$ cat src/rtl/hazard_stall_ctrl.sv
`default_nettype none
// ============================================================================
//  Module      : hazard_stall_ctrl
//  Description : Pipeline hazard controller for the 5-stage RISC-V core.
//                Inserts load-use bubbles, issues ID-stage branch flushes
//                (deferring them across data-cache freezes), and freezes the
//                whole pipeline while the data cache services a miss.
//                Includes saturating performance counters and a sticky
//                miss-timeout error flag.
//  Revision    : 1.0 - initial release
// ============================================================================
module hazard_stall_ctrl #(
    parameter int CNT_W   = 32,
    parameter int TIMEOUT = 1024
) (
    input  logic             clk_i,
    input  logic             rst_i,
    input  logic [4:0]       IFID_RS1_i,
    input  logic [4:0]       IFID_RS2_i,
    input  logic             IDEX_MemRead_i,
    input  logic [4:0]       IDEX_RD_i,
    input  logic             Branch_taken_i,
    input  logic             mem_stall_i,
    output logic             PCWrite_o,
    output logic             IFID_Write_o,
    output logic             IFID_Flush_o,
    output logic             IDEX_Bubble_o,
    output logic             Pipe_Stall_o,
    output logic [1:0]       state_o,
    output logic [CNT_W-1:0] miss_cyc_o,
    output logic [CNT_W-1:0] loaduse_cnt_o,
    output logic [CNT_W-1:0] flush_cnt_o,
    output logic             err_o
);

    // Timeout counter must be able to hold the value TIMEOUT itself.
    localparam int TO_W = $clog2(TIMEOUT + 1);
    localparam logic [TO_W-1:0]  TO_LIMIT = TO_W'(TIMEOUT);
    localparam logic [CNT_W-1:0] CNT_MAX  = {CNT_W{1'b1}};

    typedef enum logic [1:0] {
        ST_RUN    = 2'd0,
        ST_MISS   = 2'd1,
        ST_RESUME = 2'd2
    } state_t;

    state_t            r_state;
    state_t            w_state_nxt;
    logic              r_pend_flush;
    logic [TO_W-1:0]   r_to_cnt;
    logic [TO_W-1:0]   w_to_inc;
    logic              r_err;
    logic [CNT_W-1:0]  r_miss_cyc;
    logic [CNT_W-1:0]  r_loaduse_cnt;
    logic [CNT_W-1:0]  r_flush_cnt;

    logic              w_lu;
    logic              w_frz;
    logic              w_in_miss;

    // Hazard detection: load in EX whose nonzero rd feeds an ID source.
    assign w_lu = IDEX_MemRead_i && (IDEX_RD_i != 5'd0) &&
                  ((IDEX_RD_i == IFID_RS1_i) || (IDEX_RD_i == IFID_RS2_i));

    // The first MISS cycle holds the freeze even if the cache already
    // dropped its stall, giving a minimum freeze of two cycles.
    assign w_in_miss = (r_state == ST_MISS);
    assign w_frz     = mem_stall_i || w_in_miss;

    // Saturating increment of the consecutive-MISS counter.
    assign w_to_inc = (r_to_cnt == TO_LIMIT) ? r_to_cnt : r_to_cnt + 1'b1;

    // Next-state logic: RESUME lasts one cycle, a new miss re-enters MISS.
    always_comb begin
        w_state_nxt = r_state;
        case (r_state)
            ST_RUN:    w_state_nxt = mem_stall_i ? ST_MISS : ST_RUN;
            ST_MISS:   w_state_nxt = mem_stall_i ? ST_MISS : ST_RESUME;
            ST_RESUME: w_state_nxt = mem_stall_i ? ST_MISS : ST_RUN;
            default:   w_state_nxt = ST_RUN;
        endcase
    end

    // Control outputs: reset forces RUN values, freeze beats load-use,
    // load-use beats flush (ID is held so the branch re-resolves later).
    always_comb begin
        PCWrite_o     = 1'b1;
        IFID_Write_o  = 1'b1;
        IFID_Flush_o  = 1'b0;
        IDEX_Bubble_o = 1'b0;
        Pipe_Stall_o  = 1'b0;
        if (rst_i) begin
            PCWrite_o    = 1'b1;
            IFID_Write_o = 1'b1;
        end else if (w_frz) begin
            PCWrite_o    = 1'b0;
            IFID_Write_o = 1'b0;
            Pipe_Stall_o = 1'b1;
        end else if (w_lu) begin
            PCWrite_o     = 1'b0;
            IFID_Write_o  = 1'b0;
            IDEX_Bubble_o = 1'b1;
        end else begin
            IFID_Flush_o = Branch_taken_i || r_pend_flush;
        end
    end

    // State register.
    always_ff @(posedge clk_i or posedge rst_i) begin
        if (rst_i) begin
            r_state <= ST_RUN;
        end else begin
            r_state <= w_state_nxt;
        end
    end

    // Deferred flush: a branch taken while frozen is remembered until a
    // flush is actually issued.
    always_ff @(posedge clk_i or posedge rst_i) begin
        if (rst_i) begin
            r_pend_flush <= 1'b0;
        end else if (w_frz && Branch_taken_i) begin
            r_pend_flush <= 1'b1;
        end else if (IFID_Flush_o) begin
            r_pend_flush <= 1'b0;
        end
    end

    // Miss timeout: count consecutive MISS cycles, latch err when the
    // count reaches the limit; err stays set until reset.
    always_ff @(posedge clk_i or posedge rst_i) begin
        if (rst_i) begin
            r_to_cnt <= '0;
            r_err    <= 1'b0;
        end else if (w_in_miss) begin
            r_to_cnt <= (w_state_nxt == ST_MISS) ? w_to_inc : '0;
            if (w_to_inc == TO_LIMIT) begin
                r_err <= 1'b1;
            end
        end else begin
            r_to_cnt <= '0;
        end
    end

    // Saturating performance counters.
    always_ff @(posedge clk_i or posedge rst_i) begin
        if (rst_i) begin
            r_miss_cyc    <= '0;
            r_loaduse_cnt <= '0;
            r_flush_cnt   <= '0;
        end else begin
            if (w_in_miss && (r_miss_cyc != CNT_MAX)) begin
                r_miss_cyc <= r_miss_cyc + 1'b1;
            end
            if (IDEX_Bubble_o && (r_loaduse_cnt != CNT_MAX)) begin
                r_loaduse_cnt <= r_loaduse_cnt + 1'b1;
            end
            if (IFID_Flush_o && (r_flush_cnt != CNT_MAX)) begin
                r_flush_cnt <= r_flush_cnt + 1'b1;
            end
        end
    end

    assign state_o       = r_state;
    assign miss_cyc_o    = r_miss_cyc;
    assign loaduse_cnt_o = r_loaduse_cnt;
    assign flush_cnt_o   = r_flush_cnt;
    assign err_o         = r_err;

endmodule
`default_nettype wire

$ cat config.mk
export PLATFORM = sky130hd
export DESIGN_NAME = hazard_stall_ctrl
export DESIGN_NICKNAME = d
export VERILOG_FILES = /design/src/rtl/hazard_stall_ctrl.sv
export SDC_FILE = /design/constraint.sdc
export NUM_CORES = 1
export LEC_CHECK = 0
export ABC_CLOCK_PERIOD_IN_PS = 5350
export BUFFER_PORTS_ARGS = -buffer_cell sky130_fd_sc_hd__buf_4
export CELL_PAD_IN_SITES_DETAIL_PLACEMENT = 1
export CELL_PAD_IN_SITES_GLOBAL_PLACEMENT = 2
export CORE_ASPECT_RATIO = 0.6
export CORE_UTILIZATION = 38
export CTS_BUF_LIST = sky130_fd_sc_hd__clkbuf_4 sky130_fd_sc_hd__clkbuf_8
export CTS_CLUSTER_DIAMETER = 80
export DETAILED_ROUTE_END_ITERATION = 12
export PLACE_DENSITY_LB_ADDON = 0.12
export REMOVE_ABC_BUFFERS = 1
export SLEW_MARGIN = 20
export SYNTH_ARGS = -nofsm -noshare
export SYNTH_HDL_FRONTEND = slang
export SYNTH_SLANG_ARGS = --single-unit
$ cat constraint.sdc
create_clock -name clk_i -period 5.35 [get_ports clk_i]
set_input_delay 0 -clock clk_i [delete_from_list [all_inputs] [get_ports clk_i]]
set_output_delay 0 -clock clk_i [all_outputs]
set_load 0.05 [all_outputs]
==> qor.yml, run 1 <==
overflow: 0
multi_input_area_um2: 2680
fin_skew_ns: 0.0195
grt_max_degree: 63
yosysSeqAreaShare_pct: 49.8
ant_nets: 0
cts_tree: "done"
power.density_nw_per_um2: 273
die_w_um: 158
dp_cells: 834
synthesis.area_um2: 5580
finalWorstSetupSlack_ns: 2.69
core_um2: 14000
met3WireLength_um: 734
firstDrtPassIters: 4
max_freq_mhz: 376
clk_latency_ns: 0.38
period_share_pct: 49.8
viasPerCell: 5.24
finalHoldViolCount: 0
vias: 4470
synth_top_area_cell: "dfrtp_1"
yosys-top-cells-area: "dfrtp_1 (50%), xnor2_1 (11%), xor2_1 (6.1%)"
globalRouteTotalUtil_pct: 20.7
cts_resized: 0
grt_pass1_wl_um: 24200
wl_per_cell_um: 17.8
initial_utilization_pct: 39.9
grt_antenna_before_repair: 0
clock_tree.root_cell: "clkbuf_8"
ys_async_sr_fraction_pct: 100
layout.cells.non_filler: 853
path_class: "reg -> reg"
ys_seq_elements: 111
slew_viol_final: 0
relSlewSlack_pct: 31.3
synth.distinct_cells: 52
end_kind: "flop"
drc: 0
io_buffers: 123
rsz0062_at_grt: "false"
stdcell_area_um2: 6900
final.setup.tns_ns: 0
wirelength_met1_um: 8120
synthDominantCellAreaShare_pct: 49.8
wl_met2_um: 6210
ys.warnings.count: 0
nets: 681
finalSetupViolCount: 0
clk_pin_slew_ns: 0.11
synthFlopType: "dfrtp_1"
drt_wl_total_um: 15200
grt_pass1_vias: 4359
die_h_um: 95.9
synth_edf_count: 0
drtIter0Drc: 205
cap_violations: 0
htree_levels: 3
finalCriticalPeriod_ns: 2.66
crit_fanout: 14
ir_drop_uv: 156
place.gp.congestion: 0.799
final_layout_size_suffix_gt1_share_pct: 24.8
dp_slack_ns: 2.69
cts.sinks: 111
fillers: 1579
syn_avg_cell_area_um2: 10.5
clockBufferDepth: 2
dieArea_um2: 15200
topRoutingLayerUsed: "met4"
rows: 33
placed_area_um2: 6690
finalPower_mw: 1.89
cellLeakagePower_nw: 3.23
cts_buffers: 9
worst_setup_path_start_kind: "flop"
antennaDiodeCount: 0
cp.arrival_ns: 2.91
seq_area_um2: 2780
syn_inst: 531
tightest_slew_ns: 1.02
syn2layout_area_growth_pct: 23.6
place_hpwl_um: 11300
outcome: "complete, no violations"
required_ns: 5.60
hp-class: "in -> reg"
io_pins: 124
[through the flow]
stage / util (%) / hold WS, ns
floorplan: - / 0.0664
global placement: 47.8 / 0.158
detailed placement: 47.8 / 0.165
CTS: 49.2 / 0.300
global route: 49.3 / 0.348
finish: 49.3 / 0.306
[kinds of logic (layout without fill, tap and decap cells)]
logic type               after synthesis  count (layout)  share of synthesized area [%]
multiplexers                           2               2                          0.403
adder cells (fa/ha/maj)                5               5                           1.12
flip-flops                           111             111                           49.8
buffers and inverters                 29             159                           2.42
AO/OA/AOI/OAI                         22              22                           2.89
AND/OR/NAND/NOR                      250             250                           25.7
XOR/XNOR                             112             112                           17.7
[state kept, by name, summed over array words and instances, names as in the netlist]
signal	flops
err_o	1
flush_cnt_o	32
loaduse_cnt_o	32
miss_cyc_o	32
r_pend_flush	1
r_to_cnt	11
state_o	2
[layer usage]
metal  global-route usage (%)  vias up
met3                     5.90       10
met1                     31.9     2255
li1                         -     2118
met5                        0        -
met4                     3.61        0
met2                     28.5       87
[path summary, 6_finish.rpt]
kind | slack, ns | endpoint | from | cells past startpoint
worst max register to register | 2.69 | flush_cnt_o[29] | flush_cnt_o[0] | 7
min in group asynchronous | 0.32 | miss_cyc_o[30] | rst_i | 3
worst min-delay path | 0.31 | flush_cnt_o[0] | IDEX_MemRead_i | 5
max in group asynchronous | 3.78 | miss_cyc_o[0] | rst_i | 4
worst max-delay path | 2.69 | flush_cnt_o[29] | flush_cnt_o[0] | 7
worst min register to register | 0.49 | err_o | err_o | 1
[placed cells by master (no fill, tap or decap), types with 2 or more instances in the layout]
master	synthesis	routed
a21oi_1	4	4
and2_1	5	5
and3_1	20	20
and4_1	11	11
buf_4	2	125
clkbuf_8	0	9
clkinv_2	0	3
dfrtp_1	111	111
dlygate4sd3_1	0	3
ha_1	5	5
inv_1	15	14
inv_6	0	2
mux2_2	2	2
nand2_1	45	45
nand2b_1	3	3
nand3_1	39	39
nand4_1	36	36
nor2_1	34	34
nor2b_1	2	2
nor3_1	13	13
nor3_2	7	6
nor4_1	14	14
nor4_2	5	5
nor4b_1	2	2
o21ai_0	3	3
o22ai_1	2	2
o31ai_1	2	2
or3_1	3	3
or4_1	3	3
xnor2_1	72	72
xor2_1	39	39
[power by group]
part           internal [mW]  switching [mW]
Clock                  0.175           0.308
Sequential             0.891          0.0769
Combinational          0.135           0.301
Total                   1.20           0.686
[critical path, cell delays in order, from the launching register on]
cell and delay (ns):
dfrtp_1 0.45, ha_1 0.21, nand3_1 0.18, nor4_2 0.58, and4_1 0.56, a211o_4 0.30
nor3_1 0.11, xor2_1 0.15
[cell usage after synthesis (2+ instances only)]
cell / count
a21oi_1: 4
and2_1: 5
and3_1: 20
and4_1: 11
buf_2: 2
buf_4: 2
buf_6: 2
clkbuf_1: 6
dfrtp_1: 111
ha_1: 5
inv_1: 15
mux2_2: 2
nand2_1: 45
nand2b_1: 3
nand3_1: 39
nand4_1: 36
nor2_1: 34
nor2b_1: 2
nor3_1: 13
nor3_2: 7
nor4_1: 14
nor4_2: 5
nor4b_1: 2
o21ai_0: 3
o22ai_1: 2
o31ai_1: 2
or3_1: 3
or4_1: 3
xnor2_1: 72
xor2_1: 39
[timing repair]
| action | 4_1_cts | 5_1_grt |
|---|---|---|
| hold buffers | 3 | 0 |
| hold endpoints to repair | 53 | 0 |
| setup buffers | 0 | 0 |
[area by class of cell]
cell class / count / area share, %
Clock buffer: 9 / 1.80
Clock inverter: 7 / 0.762
Inverter: 15 / 0.853
Multi-Input combinational cell: 391 / 38.8
Sequential cell: 111 / 40.3
Tap cell: 192 / 3.48
Timing Repair Buffer: 128 / 14.0
Power figures use the tool's default switching activity.
==> run 2, diff against run 1 <==
--- a/config.mk
+++ b/config.mk
@@ -5,12 +5,12 @@
 export SDC_FILE = /design/constraint.sdc
 export NUM_CORES = 1
 export LEC_CHECK = 0
-export ABC_CLOCK_PERIOD_IN_PS = 5350
+export ABC_CLOCK_PERIOD_IN_PS = 2400
 export BUFFER_PORTS_ARGS = -buffer_cell sky130_fd_sc_hd__buf_4
 export CELL_PAD_IN_SITES_DETAIL_PLACEMENT = 1
 export CELL_PAD_IN_SITES_GLOBAL_PLACEMENT = 2
 export CORE_ASPECT_RATIO = 0.6
-export CORE_UTILIZATION = 38
+export CORE_UTILIZATION = 32
 export CTS_BUF_LIST = sky130_fd_sc_hd__clkbuf_4 sky130_fd_sc_hd__clkbuf_8
 export CTS_CLUSTER_DIAMETER = 80
 export DETAILED_ROUTE_END_ITERATION = 12
==> constraint.sdc (replaced) <==
create_clock -name clk_i -period 2.4 [get_ports clk_i]
set_input_delay 0 -clock clk_i [delete_from_list [all_inputs] [get_ports clk_i]]
set_output_delay 0 -clock clk_i [all_outputs]
set_load 0.05 [all_outputs]
==> run 2 against run 1 <==
Effect of this change:
- final area up 4.1%
- register-to-register slack worse by 2.6 ns
- first-iteration DRC count grew 16%
- total power is 120% higher
- sequential power increased by 120%
- worst setup slack worse by 2.6 ns
- wire length rose by 2.7%
- sequential share of layout area shrank 1.6 points
- clock-buffer cell count increased by 1
- maximum frequency up 18%
- flip-flop and latch count unchanged
- largest power group unchanged
- highest routed layer unchanged
==> qor.yml, run 2 (synthesis gave the netlist of run 1 again) <==
ant_nets: 0  # unchanged
finalPower_mw: 4.23  # +120%
crit_slowest_cell: "nor4_2"
dieArea_um2: 18000  # +18%
wl_per_cell_um: 16.9  # -4.6%
antennaDiodeCount: 0  # unchanged
clockBufferDepth: 2  # unchanged
rows: 36  # +9.1%
finalCriticalPeriod_ns: 2.26  # -0.399 ns
core_um2: 16600  # +19%
critPathTopFamily: "simple AND/OR/NAND/NOR gates"
clock_tree.root_cell: "clkbuf_8"
outcome: "complete, no violations"
syn2layout_area_growth_pct: 28.6
final_core_util_pct: 43.2  # -6.1 points
holdPathStages: 7  # +2
slew_viol_final: 0  # unchanged
ir_drop_uv: 301  # +93%
grt_max_degree: 64  # +1.6%
fillers: 1873  # +19%
viasPerCell: 5.00  # -4.6%
r2r_start: "flush_cnt_o[0]"
final.setup.tns_ns: 0  # unchanged
firstDrtPassIters: 4  # unchanged
cts_tree: "done"
final_cell_mix: "buf_4 (155), dfrtp_1 (111), xnor2_1 (72)"
place_hpwl_um: 11800  # +4.0%
grt_antenna_before_repair: 0  # unchanged
path_class: "reg -> reg"
rr_endpoint: "flush_cnt_o[29]"
period_share_pct: 94.3  # +45 points
max_freq_mhz: 442  # +18%
worst_path_largest_cell_delay_ns: 0.47  # -0.11 ns
place.gp.congestion: 0.765  # -4.1%
end_kind: "flop"
finalWorstSetupSlack_ns: 0.136  # -2.55 ns
crit_chain: "ha_1 -> nand3_1 -> nor4_2 -> and4_1 -> a211o_4 -> nor3_1 -> xor2_1"
clk_pin_slew_ns: 0.11  # about the same
grt_pass1_vias: 4666  # +7.0%
cts_setup_buffers: 0  # unchanged
cap_violations: 0  # unchanged
dp_cells: 900  # +7.9%
cellLeakagePower_nw: 3.38  # +4.8%
crit_fanout: 14  # unchanged
fin_skew_ns: 0.0148  # -0.00471 ns
relSlewSlack_pct: 34.0  # +2.7 points
hp-class: "in -> reg"
dp_slack_ns: -0.100  # -2.79 ns
finalSetupViolCount: 0  # unchanged
placed_area_um2: 6960  # +4.0%
drc: 0  # unchanged
hold_start: "IFID_RS1_i[3]"
grt_pass1_wl_um: 25400  # +5.0%
htree_levels: 3  # unchanged
rrSetupSlack_ns: 0.14  # -2.55 ns
globalRouteTotalUtil_pct: 17.7  # -3.1 points
cp_num_buf_inv: 0  # unchanged
final_layout_size_suffix_gt1_share_pct: 28.3  # +3.4 points
die_w_um: 173  # +8.9%
reg2reg_depth: 7  # unchanged
io_pins: 124  # unchanged
overflow: 0  # unchanged
stdcell_area_um2: 7180  # +4.1%
drtIter0Drc: 238  # +16%
nets: 711  # +4.4%
required_ns: 2.65  # -2.95 ns
cts_buffers: 9  # unchanged
mostFrequentLayoutCell: "buf_4"
tightest_slew_ns: 0.987  # -0.0363 ns
rsz0062_at_grt: "false"
die_h_um: 104  # +8.8%
initial_utilization_pct: 33.6  # -6.3 points
layout.cells.non_filler: 918  # +7.6%
power.density_nw_per_um2: 589  # +120%
hold-worst-slack_ns: 0.342  # +0.0353 ns
drt_wl_total_um: 15600  # +2.7%
worst_setup_path_start_kind: "flop"
holdPathEnd: "loaduse_cnt_o[31]"
vias: 4590  # +2.7%
cts.sinks: 111  # unchanged
clk_latency_ns: 0.38  # about the same
finalHoldViolCount: 0  # unchanged
cp.arrival_ns: 2.52  # -0.39 ns
io_buffers: 123  # unchanged
## run 2: how the worst max path moves through the flow
stage | end | startpoint | cells after the start
6_report | flush_cnt_o[29] | flush_cnt_o[0] | 7
5_1_grt | loaduse_cnt_o[13] | state_o[0] | 6
4_1_cts | miss_cyc_o[5] | miss_cyc_o[0] | 6
3_5_place_dp | loaduse_cnt_o[13] | loaduse_cnt_o[0] | 7
3_3_place_gp | loaduse_cnt_o[1] | loaduse_cnt_o[0] | 6
2_1_floorplan | IFID_Write_o | rst_i | 2
## run 2: worst min-delay path, delay by kind of cell
kind | cells | cell delay [ns]
and+or+nand+nor | 3 | 0.35
AOI/OAI and AO/OA | 1 | 0.15
xor gates and xnor gates | 2 | 0.11
buffers and inverters | 1 | 0.08
## run 2: cell type report
class                      instances  area, µm²  area share, %
sequential                       111       2780           38.7
multi-input combinational        391       2690           37.4
timing repair buffer             158       1190           16.6
tap                              228        285           3.97
clock buffer                      10        138           1.92
inverter                          15       58.8          0.819
clock inverter                     5       42.5          0.592
## run 2: timing repair
action                                  in CTS  in global routing
pin swaps                                    0                  0
resized for setup                            1                  2
endpoints found under the hold margin       52                  0
endpoints found under the setup margin      12                  5
hold buffers                                 3                  0
gates cloned                                 0                  0
## run 2: power breakdown
part           total (mW)  leakage, nW  switching (mW)  internal (mW)
clock network        1.07       0.0946           0.658          0.415
registers            2.15         1.49           0.163           1.99
logic                1.01         1.80           0.688          0.322
## run 2: layer usage
metal / GRT usage, % / vias to the layer above / wire (µm)
met5: 0 / - / 0
met4: 3.44 / 0 / 59
met1: 26.2 / 2318 / 8030
li1: - / 2180 / -
met3: 3.69 / 4 / 624
met2: 26.3 / 88 / 6840
==> run 3, diff against run 2 <==
--- a/config.mk
+++ b/config.mk
@@ -7,7 +7,8 @@
 export LEC_CHECK = 0
 export ABC_CLOCK_PERIOD_IN_PS = 2400
 export BUFFER_PORTS_ARGS = -buffer_cell sky130_fd_sc_hd__buf_4
-export CELL_PAD_IN_SITES_DETAIL_PLACEMENT = 1
+export CAP_MARGIN = 20
+export CELL_PAD_IN_SITES_DETAIL_PLACEMENT = 0
 export CELL_PAD_IN_SITES_GLOBAL_PLACEMENT = 2
 export CORE_ASPECT_RATIO = 0.6
 export CORE_UTILIZATION = 32
==> run 3 against run 2 <==
Effect of this change:
- non-clock buffer count unchanged
- highest routed layer unchanged
- register-to-register slack improved by 0.04 ns
- flip-flop and latch count unchanged
- critical path type unchanged
- largest power group unchanged
- largest cell class unchanged
==> qor.yml, run 3 (synthesis gave the netlist of run 1 again) <==
viasPerCell: 4.86  # -2.8%
clk_latency_ns: 0.38  # about the same
max_freq_mhz: 450  # +2.0%
cts.sinks: 111  # unchanged
cap_violations: 0  # unchanged
final_layout_size_suffix_gt1_share_pct: 28.1  # -0.14 points
worst_setup_path_start_kind: "flop"
mostFrequentLayoutCell: "buf_4"
tightest_slew_ns: 0.955  # -0.0320 ns
io_pins: 124  # unchanged
hold-worst-slack_ns: 0.351  # +0.00967 ns
wl_per_cell_um: 15.9  # -6.4%
crit_slowest_cell: "dfrtp_1"
slew_viol_final: 0  # unchanged
relSlewSlack_pct: 36.1  # +2.1 points
grt_antenna_before_repair: 0  # unchanged
fillers: 1600  # -15%
place_hpwl_um: 10800  # -8.2%
die_h_um: 104  # unchanged
finalSetupViolCount: 0  # unchanged
firstDrtPassIters: 4  # unchanged
clk_pin_slew_ns: 0.11  # about the same
drt_wl_total_um: 14600  # -6.4%
ant_nets: 0  # unchanged
finalPower_mw: 4.40  # +4.0%
end_kind: "flop"
ir_drop_uv: 266  # -11%
antennaDiodeCount: 0  # unchanged
drtIter0Drc: 331  # +39%
seq_area_um2: 2780  # unchanged
crit_fanout: 14  # unchanged
path_class: "reg -> reg"
clock_tree.root_cell: "clkbuf_8"
place.gp.congestion: 0.765  # unchanged
required_ns: 2.67  # +0.02 ns
dieArea_um2: 18000  # unchanged
htree_levels: 3  # unchanged
vias: 4462  # -2.8%
finalHoldViolCount: 0  # unchanged
cellLeakagePower_nw: 3.40  # +0.39%
final_cell_mix: "buf_4 (155), dfrtp_1 (111), xnor2_1 (72)"
stdcell_area_um2: 7220  # +0.51%
rows: 36  # unchanged
overflow: 0  # unchanged
cp.arrival_ns: 2.49  # -0.03 ns
crit_chain: "ha_1 -> nand3_1 -> nor4_4 -> and4_1 -> a211o_4 -> or3_4 -> xnor2_2"
cp_num_buf_inv: 0  # unchanged
core_um2: 16600  # unchanged
cts_tree: "done"
fin_skew_ns: 0.0151  # +0.000325 ns
worst_path_largest_cell_delay_ns: 0.46  # about the same
power.density_nw_per_um2: 610  # +3.5%
drc: 0  # unchanged
syn2layout_area_growth_pct: 29.3
clockBufferDepth: 2  # unchanged
grt_max_degree: 64  # unchanged
cts_setup_buffers: 0  # unchanged
nets: 711  # unchanged
placed_area_um2: 6960  # unchanged
globalRouteTotalUtil_pct: 16.5  # -1.2 points
outcome: "complete, no violations"
io_buffers: 123  # unchanged
finalCriticalPeriod_ns: 2.22  # -0.0443 ns
critPathTopFamily: "simple AND/OR/NAND/NOR gates"
cts_buffers: 9  # unchanged
hp-class: "in -> reg"
rsz0062_at_grt: "false"
grt_pass1_vias: 4284  # -8.2%
die_w_um: 173  # unchanged
initial_utilization_pct: 33.6  # unchanged
period_share_pct: 92.5  # -1.8 points
multi_input_area_um2: 2690  # +0.14%
grt_pass1_wl_um: 23600  # -6.9%
[run 3: metrics by stage]
stage	std cells	TNS, ns	utilization (%)	setup WS (ns)
floorplan	517	-115.82	-	-1.94
global placement	900	0	41.8	0.0338
detailed placement	900	-0.254	41.8	-0.0452
CTS	918	0	43.3	0.132
global route	918	0	43.4	0.00252
finish	918	0	43.4	0.180
[run 3: timing repair]
action	4_1_cts	5_1_grt
hold buffers	3	0
endpoints found under the hold margin	52	0
resized for setup	1	2
setup endpoints to repair	13	3
[run 3: power by group]
group	total [mW]	switching [mW]	internal (mW)	leakage (nW)
sequential	2.15	0.162	1.99	1.49
clock	1.25	0.653	0.597	0.106
combinational	1.00	0.683	0.320	1.80
[run 3: cell type report]
type | count | area share [%]
clock buffer | 10 | 1.82
clock inverter | 5 | 1.13
inverter | 15 | 0.815
multi-input combinational | 391 | 37.3
sequential | 111 | 38.5
tap | 228 | 3.95
timing repair buffer | 158 | 16.5
[run 3: worst register-to-register path, cell delays in order (launching register included)]
cell     delay [ns]
dfrtp_1        0.46
ha_1           0.24
nand3_1        0.15
nor4_4         0.08
and4_1         0.24
a211o_4        0.39
or3_4          0.41
xnor2_2        0.13
[run 3: path summary, 6_finish.rpt]
| path | start | end | slack [ns] | depth (start not counted) |
|---|---|---|---|---|
| setup / recovery | flush_cnt_o[0] | flush_cnt_o[25] | 0.18 | 7 |
| hold reg to reg | err_o | err_o | 0.48 | 1 |
| min in group asynchronous | rst_i | flush_cnt_o[8] | 0.40 | 4 |
| max in group asynchronous | rst_i | miss_cyc_o[16] | 0.74 | 5 |
| hold / removal | IFID_RS1_i[3] | loaduse_cnt_o[31] | 0.35 | 7 |
| setup reg to reg | flush_cnt_o[0] | flush_cnt_o[25] | 0.18 | 7 |
[run 3: per-layer routing]
| layer | wire, µm | vias up | GRT usage, % |
|---|---|---|---|
| li1 | - | 2181 | - |
| met1 | 7700 | 2158 | 25.4 |
| met2 | 5990 | 115 | 23.1 |
| met3 | 791 | 8 | 3.76 |
| met4 | 84 | 0 | 3.32 |
| met5 | 0 | - | 0 |
